--- config.mk ---
export PLATFORM = sky130hd
export DESIGN_NAME = mem_arbiter
export DESIGN_NICKNAME = d
export VERILOG_FILES = /design/src/rtl/mem_arbiter.sv
export SDC_FILE = /design/constraint.sdc
export NUM_CORES = 1
export LEC_CHECK = 0
export ABC_AREA = 1
export CORE_AREA = 2 2 209 211
export CTS_CLUSTER_DIAMETER = 150
export DETAILED_ROUTE_END_ITERATION = 7
export DIE_AREA = 0 0 211 213
export GPL_TIMING_DRIVEN = 1
export PLACE_DENSITY_LB_ADDON = 0.1
export SYNTH_ARGS = -nofsm -noshare
export SYNTH_HDL_FRONTEND = slang
export SYNTH_SLANG_ARGS = --single-unit
--- constraint.sdc ---
create_clock -name clk_i -period 1.6 [get_ports clk_i]
set_clock_uncertainty 0.15 [all_clocks]
set_input_delay 0.32 -clock clk_i [delete_from_list [all_inputs] [get_ports clk_i]]
set_output_delay 0.32 -clock clk_i [all_outputs]
set_load 0.005 [all_outputs]
--- src/rtl/mem_arbiter.sv ---
// Single-port memory arbiter for I-fetch and D-access with one transaction in flight,
// D-priority plus an I-starvation guard, and a watchdog that aborts hung transactions.
module mem_arbiter #(
    parameter int ADDR_W       = 64,
    parameter int DATA_W       = 64,
    parameter int MAX_D_STREAK = 4,
    parameter int TIMEOUT      = 64
) (
    input  logic                clk_i,
    input  logic                rst_i,
    input  logic                i_req_i,
    input  logic [ADDR_W-1:0]   i_addr_i,
    output logic                i_ready_o,
    output logic                i_rvalid_o,
    output logic [DATA_W-1:0]   i_rdata_o,
    input  logic                d_req_i,
    input  logic                d_we_i,
    input  logic [ADDR_W-1:0]   d_addr_i,
    input  logic [DATA_W-1:0]   d_wdata_i,
    input  logic [DATA_W/8-1:0] d_wstrb_i,
    output logic                d_ready_o,
    output logic                d_rvalid_o,
    output logic [DATA_W-1:0]   d_rdata_o,
    output logic                mem_req_o,
    output logic                mem_we_o,
    output logic [ADDR_W-1:0]   mem_addr_o,
    output logic [DATA_W-1:0]   mem_wdata_o,
    output logic [DATA_W/8-1:0] mem_wstrb_o,
    input  logic                mem_ready_i,
    input  logic                mem_rvalid_i,
    input  logic [DATA_W-1:0]   mem_rdata_i,
    output logic                fetch_stall_o,
    output logic                mem_stall_o,
    output logic                err_o
);
    localparam int SW = $clog2(MAX_D_STREAK + 1);
    localparam int WW = $clog2(TIMEOUT);

    typedef enum logic [1:0] {S_IDLE, S_REQ, S_RESP} state_t;

    state_t              r_state, w_next;
    logic                r_owner_d;
    logic                r_we;
    logic [ADDR_W-1:0]   r_addr;
    logic [DATA_W-1:0]   r_wdata;
    logic [DATA_W/8-1:0] r_wstrb;
    logic [SW-1:0]       r_streak;
    logic [WW-1:0]       r_wdog;
    logic                r_err;
    logic                r_i_rvalid, r_d_rvalid;
    logic [DATA_W-1:0]   r_i_rdata, r_d_rdata;

    logic w_idle, w_d_win, w_grant_d, w_grant_i, w_grant;
    logic w_timeout, w_done;

    // D wins unless I has been passed over MAX_D_STREAK times in a row
    assign w_idle    = (r_state == S_IDLE);
    assign w_d_win   = d_req_i & ~(i_req_i & (r_streak == SW'(MAX_D_STREAK)));
    assign w_grant_d = w_idle & w_d_win;
    assign w_grant_i = w_idle & i_req_i & ~w_d_win;
    assign w_grant   = w_grant_d | w_grant_i;

    // Completion in the final watchdog cycle takes precedence over the abort
    assign w_timeout = ~w_idle & (r_wdog == WW'(TIMEOUT - 1));
    assign w_done    = (r_state == S_RESP) & mem_rvalid_i;

    always_ff @(posedge clk_i) begin
        if (rst_i) r_state <= S_IDLE;
        else       r_state <= w_next;
    end

    always_comb begin
        w_next = r_state;
        case (r_state)
            S_IDLE: if (w_grant) w_next = S_REQ;
            S_REQ: begin
                if (w_timeout)        w_next = S_IDLE;
                else if (mem_ready_i) w_next = S_RESP;
            end
            S_RESP: if (w_done || w_timeout) w_next = S_IDLE;
            default: w_next = S_IDLE;
        endcase
    end

    always_comb begin
        i_ready_o = w_grant_i;
        d_ready_o = w_grant_d;
        mem_req_o = (r_state == S_REQ) & ~w_timeout;
    end

    always_ff @(posedge clk_i) begin
        if (rst_i) begin
            r_owner_d  <= 1'b0;
            r_we       <= 1'b0;
            r_addr     <= '0;
            r_wdata    <= '0;
            r_wstrb    <= '0;
            r_streak   <= '0;
            r_wdog     <= '0;
            r_err      <= 1'b0;
            r_i_rvalid <= 1'b0;
            r_d_rvalid <= 1'b0;
            r_i_rdata  <= '0;
            r_d_rdata  <= '0;
        end else begin
            r_i_rvalid <= 1'b0;
            r_d_rvalid <= 1'b0;
            if (w_grant) begin
                r_owner_d <= w_grant_d;
                r_we      <= w_grant_d & d_we_i;
                r_addr    <= w_grant_d ? d_addr_i : i_addr_i;
                r_wdata   <= w_grant_d ? d_wdata_i : '0;
                r_wstrb   <= (w_grant_d & d_we_i) ? d_wstrb_i : '0;
                r_wdog    <= '0;
            end else if (!w_idle) begin
                r_wdog <= r_wdog + 1'b1;
            end
            if (w_grant_i)
                r_streak <= '0;
            else if (w_grant_d && i_req_i && r_streak != SW'(MAX_D_STREAK))
                r_streak <= r_streak + 1'b1;
            if (w_done) begin
                if (r_owner_d) begin r_d_rvalid <= 1'b1; r_d_rdata <= mem_rdata_i; end
                else           begin r_i_rvalid <= 1'b1; r_i_rdata <= mem_rdata_i; end
            end else if (w_timeout) begin
                r_err <= 1'b1;
                if (r_owner_d) begin r_d_rvalid <= 1'b1; r_d_rdata <= '0; end
                else           begin r_i_rvalid <= 1'b1; r_i_rdata <= '0; end
            end
        end
    end

    assign mem_we_o      = r_we;
    assign mem_addr_o    = r_addr;
    assign mem_wdata_o   = r_wdata;
    assign mem_wstrb_o   = r_wstrb;
    assign i_rvalid_o    = r_i_rvalid;
    assign i_rdata_o     = r_i_rdata;
    assign d_rvalid_o    = r_d_rvalid;
    assign d_rdata_o     = r_d_rdata;
    assign err_o         = r_err;
    assign fetch_stall_o = i_req_i & ~r_i_rvalid;
    assign mem_stall_o   = d_req_i & ~r_d_rvalid;

endmodule

==> results by group <==
Pwr
  • Comb pwr share: 21.0%
  • P_int: 15.2 mW
  • Clk network pwr share: 42.3%
  • Worst vdd ir: 569 µV
  • Sw Ratio: 27.0%
  • Leak Pwr: 9.38 nW
  • Power after layout: 20.8 mW
  • Sequential power share: 36.8%
  • Sw Pwr: 5.60 mW
  • Pwr/cell area: 929 nW/µm²

Clock network
  • CTS buffer count: 37
  • Clock sink count: 280
  • Worst-Skew Late Latency: 0.54 ns
  • Clock-pin slew on the worst setup and hold paths: 0.06 ns
  • Root Driver: clkbuf_16
  • CTS tree: built
  • Clock tree buffer depth: 3
  • H-Tree Depth: 2

Cells and area
  • Post-Layout Cell Count: 2674
  • Fill cells: 3983
  • Design area: 22400 µm²
  • Storage cell area: 5810 µm²
  • Layout cells sized above 1: 49.4%
  • Area Growth Syn to Fin: 109%
  • Antenna cell count: 0
  • Layout Nets: 2374
  • Core Util, Final: 52.4%
  • Multi-input logic area: 6380 µm²

Setup path
  • Slowest CP cell: dfxtp_2
  • CP Class: register to output pin
  • Worst R2R Setup Slack: -0.35 ns
  • Req. time, crit path: 1.13 ns
  • Startpoint types: register
  • Peak per-stage delay on the critical path: 0.33 ns
  • Crit path cell chain: inv_2, ha_4, nand3_4, a21oi_2, buf_2
  • Critical-path maximum fanout: 2
  • Worst setup EP type: output pin
  • Critical path arrival: 1.49 ns

Floorplanning
  • Die W: 211 µm
  • Placeable core area: 42700 µm²
  • Initial Util: 25.0%
  • Row cnt: 76
  • Total die area: 44900 µm²
  • Ports: 544
  • Die H: 213 µm

Timing
  • Worst-Margin Slew: 0.617 ns
  • Worst Setup Slack, final: -0.356 ns
  • Fmax: 511 MHz
  • Post-layout minimum cycle time: 1.96 ns
  • Unrepaired setup endpoints after global routing: yes
  • Fin. Hold Viols: 0
  • Final period util: 122%
  • Slew HR: 58.9%
  • Max Slew Vio Count: 0
  • Setup Viol. Count Final: 286

Yosys
  • Synth top area share: 52.5%
  • Yosys cell types: 26
  • #FFs+latches synth: 280
  • Mapped Nets: 1698
  • Seq/Total Area, Yosys: 52.5%
  • Syn_area_per_cell: 7.50 µm²
  • Yosys warns: 0
  • Mapped cell area: 10700 µm²
  • Largest cells by area after synthesis: dfxtp_1 53%, nand2_1 16%, a21oi_1 7.1%, o21ai_0 5.7%, nand3_1 5.2%
  • Post-Syn Instances: 1424
  • Synth area leader: dfxtp_1

Placement
  • Cell count after placement: 2474
  • HPWL after DPL: 31.8 mm
  • Placer Congestion: 0.824
  • Number of port buffers: 543
  • Dpl cell area: 17000 µm²

Routing
  • DRT iter0 DRCs: 497
  • DRC: 0
  • Wire length per cell: 19.7 µm
  • Via count: 12300
  • Via density per instance: 4.59
  • 1st-pass router iterations: 7
  • Final wirelength: 52.6 mm
  • Detail Route Antenna Nets: 0

Global route
  • Tot GR Track Use: 21.3%
  • Overflow after GRT: 0
  • Largest net degree at the start of global routing: 93
  • First-pass GRT wire length: 72.7 mm
  • Initial antenna violation count: 0
  • Vias in the first global route: 11900

Status
  • Outcome: complete, but fails checks
  • Violated checks: setup timing

Job
  • MaxCap Viol Count: 0

Worst hold path
  • Hold WC Path Type: input port to register
[flip-flops by register name, indices dropped and copies added (netlist names)]
register / flops
mem_addr_o: 64
r_streak: 3
d_rvalid_o: 1
r_state: 2
mem_we_o: 1
mem_wdata_o: 64
d_rdata_o: 64
i_rdata_o: 64
i_rvalid_o: 1
mem_wstrb_o: 8
r_wdog: 6
r_owner_d: 1
err_o: 1
[stage by stage]
stage / hold WS [ns] / TNS, ns / setup WS (ns)
CTS: 0.126 / -70.35 / -0.383
floorplan: 0.280 / -0.133 / -0.00409
detailed placement: 0.282 / -131.78 / -0.601
global placement: 0.278 / -123.44 / -0.582
global route: 0.159 / -82.38 / -0.423
finish: 0.158 / -62.96 / -0.356
[Yosys cell counts (all sizes together)]
| cell | n |
|---|---|
| buf | 47 |
| o22ai | 1 |
| nand4 | 1 |
| nor3 | 5 |
| a31oi | 1 |
| xor2 | 1 |
| ha | 3 |
| inv | 96 |
| a21oi | 152 |
| clkbuf | 58 |
| dfxtp | 280 |
| nand2 | 454 |
| nand3 | 111 |
| o21ai | 177 |
| nor2 | 36 |
| o21a | 1 |
[kinds of logic (layout without fill, tap and decap cells)]
logic type               count (synthesis)  after routing  share of synthesized area (%)
AO/OA/AOI/OAI                          332            332                           15.6
XOR/XNOR                                 1              1                         0.0821
adder cells (fa/ha/maj)                  3              3                          0.352
buffers and inverters                  201            903                           8.32
flip-flops                             280            280                           52.5
AND/OR/NAND/NOR                        607            609                           23.1
[worst paths after layout]
| path | from | endpoint | depth (start not counted) |
|---|---|---|---|
| max | r_streak[1] | i_ready_o | 5 |
| min | d_wdata_i[33] | mem_wdata_o[33] | 3 |
| max reg2reg | r_streak[1] | mem_wdata_o[34] | 14 |
| min reg2reg | mem_wstrb_o[1] | mem_wstrb_o[1] | 2 |
[power groups by stage]
stage          Combinational [mW]  Sequential [mW]  Clock (mW)
3_3_place_gp                 3.07             7.68           0
4_1_cts                      3.73             7.59        8.97
6_report                     4.35             7.64        8.77
5_1_grt                      4.64             7.68        9.23
2_1_floorplan                1.06             7.69           0
3_5_place_dp                 3.07             7.69           0
[cell type report]
type / count / share of cell area [%]
Timing Repair Buffer: 739 / 34.8
Multi-Input combinational cell: 945 / 28.5
Sequential cell: 280 / 26.0
Clock buffer: 59 / 5.37
Tap cell: 546 / 3.06
Inverter: 96 / 1.76
Clock inverter: 8 / 0.453
Timing Repair inverter: 1 / 0.0728
[layer usage]
metal  vias up  track usage (%)  wire length (µm)
met5         -                0                 0
met4         0             7.24              1290
met3        67             5.41              3240
met2       382             38.4             27100
met1      5840             24.6             21000
li1       5981                -                 -
[critical path: cells and delay by family (launching register included)]
family,cells,cell delay [ns]
flops,1,0.33
buf+inv,2,0.19
fa+ha+maj,1,0.16
compound gates,1,0.16
simple gates,1,0.10
[cell usage in the layout (no fill, tap or decap), types with 8 or more instances in the layout]
cell / synthesis / routed
inv_1: 91 / 88
buf_12: 0 / 40
clkdlybuf4s15_1: 0 / 74
nand3_1: 110 / 57
o21ai_4: 0 / 8
buf_2: 22 / 104
clkbuf_16: 0 / 57
nand2_4: 0 / 115
nor2_4: 2 / 8
dfxtp_1: 280 / 121
nor2_1: 31 / 24
o21ai_1: 55 / 75
nand3_2: 0 / 49
a21oi_1: 152 / 54
clkbuf_2: 1 / 28
a21oi_2: 0 / 98
buf_4: 4 / 82
buf_6: 12 / 25
clkdlybuf4s15_2: 0 / 66
buf_16: 0 / 24
o21ai_2: 0 / 64
dfxtp_2: 0 / 158
nand2_2: 3 / 65
clkbuf_8: 0 / 15
clkdlybuf4s50_1: 0 / 267
buf_8: 0 / 8
o21ai_0: 122 / 30
nand2_1: 451 / 271
[repair_timing]
action,in CTS,in global routing
endpoints found under the setup margin,549,358
gates resized for setup,1335,437
pin swaps,42,71
gates cloned,33,26
buffers inserted,70,25
hold endpoints to repair,1,0
hold buffers,1,0
(Power assumes the default switching activity.)
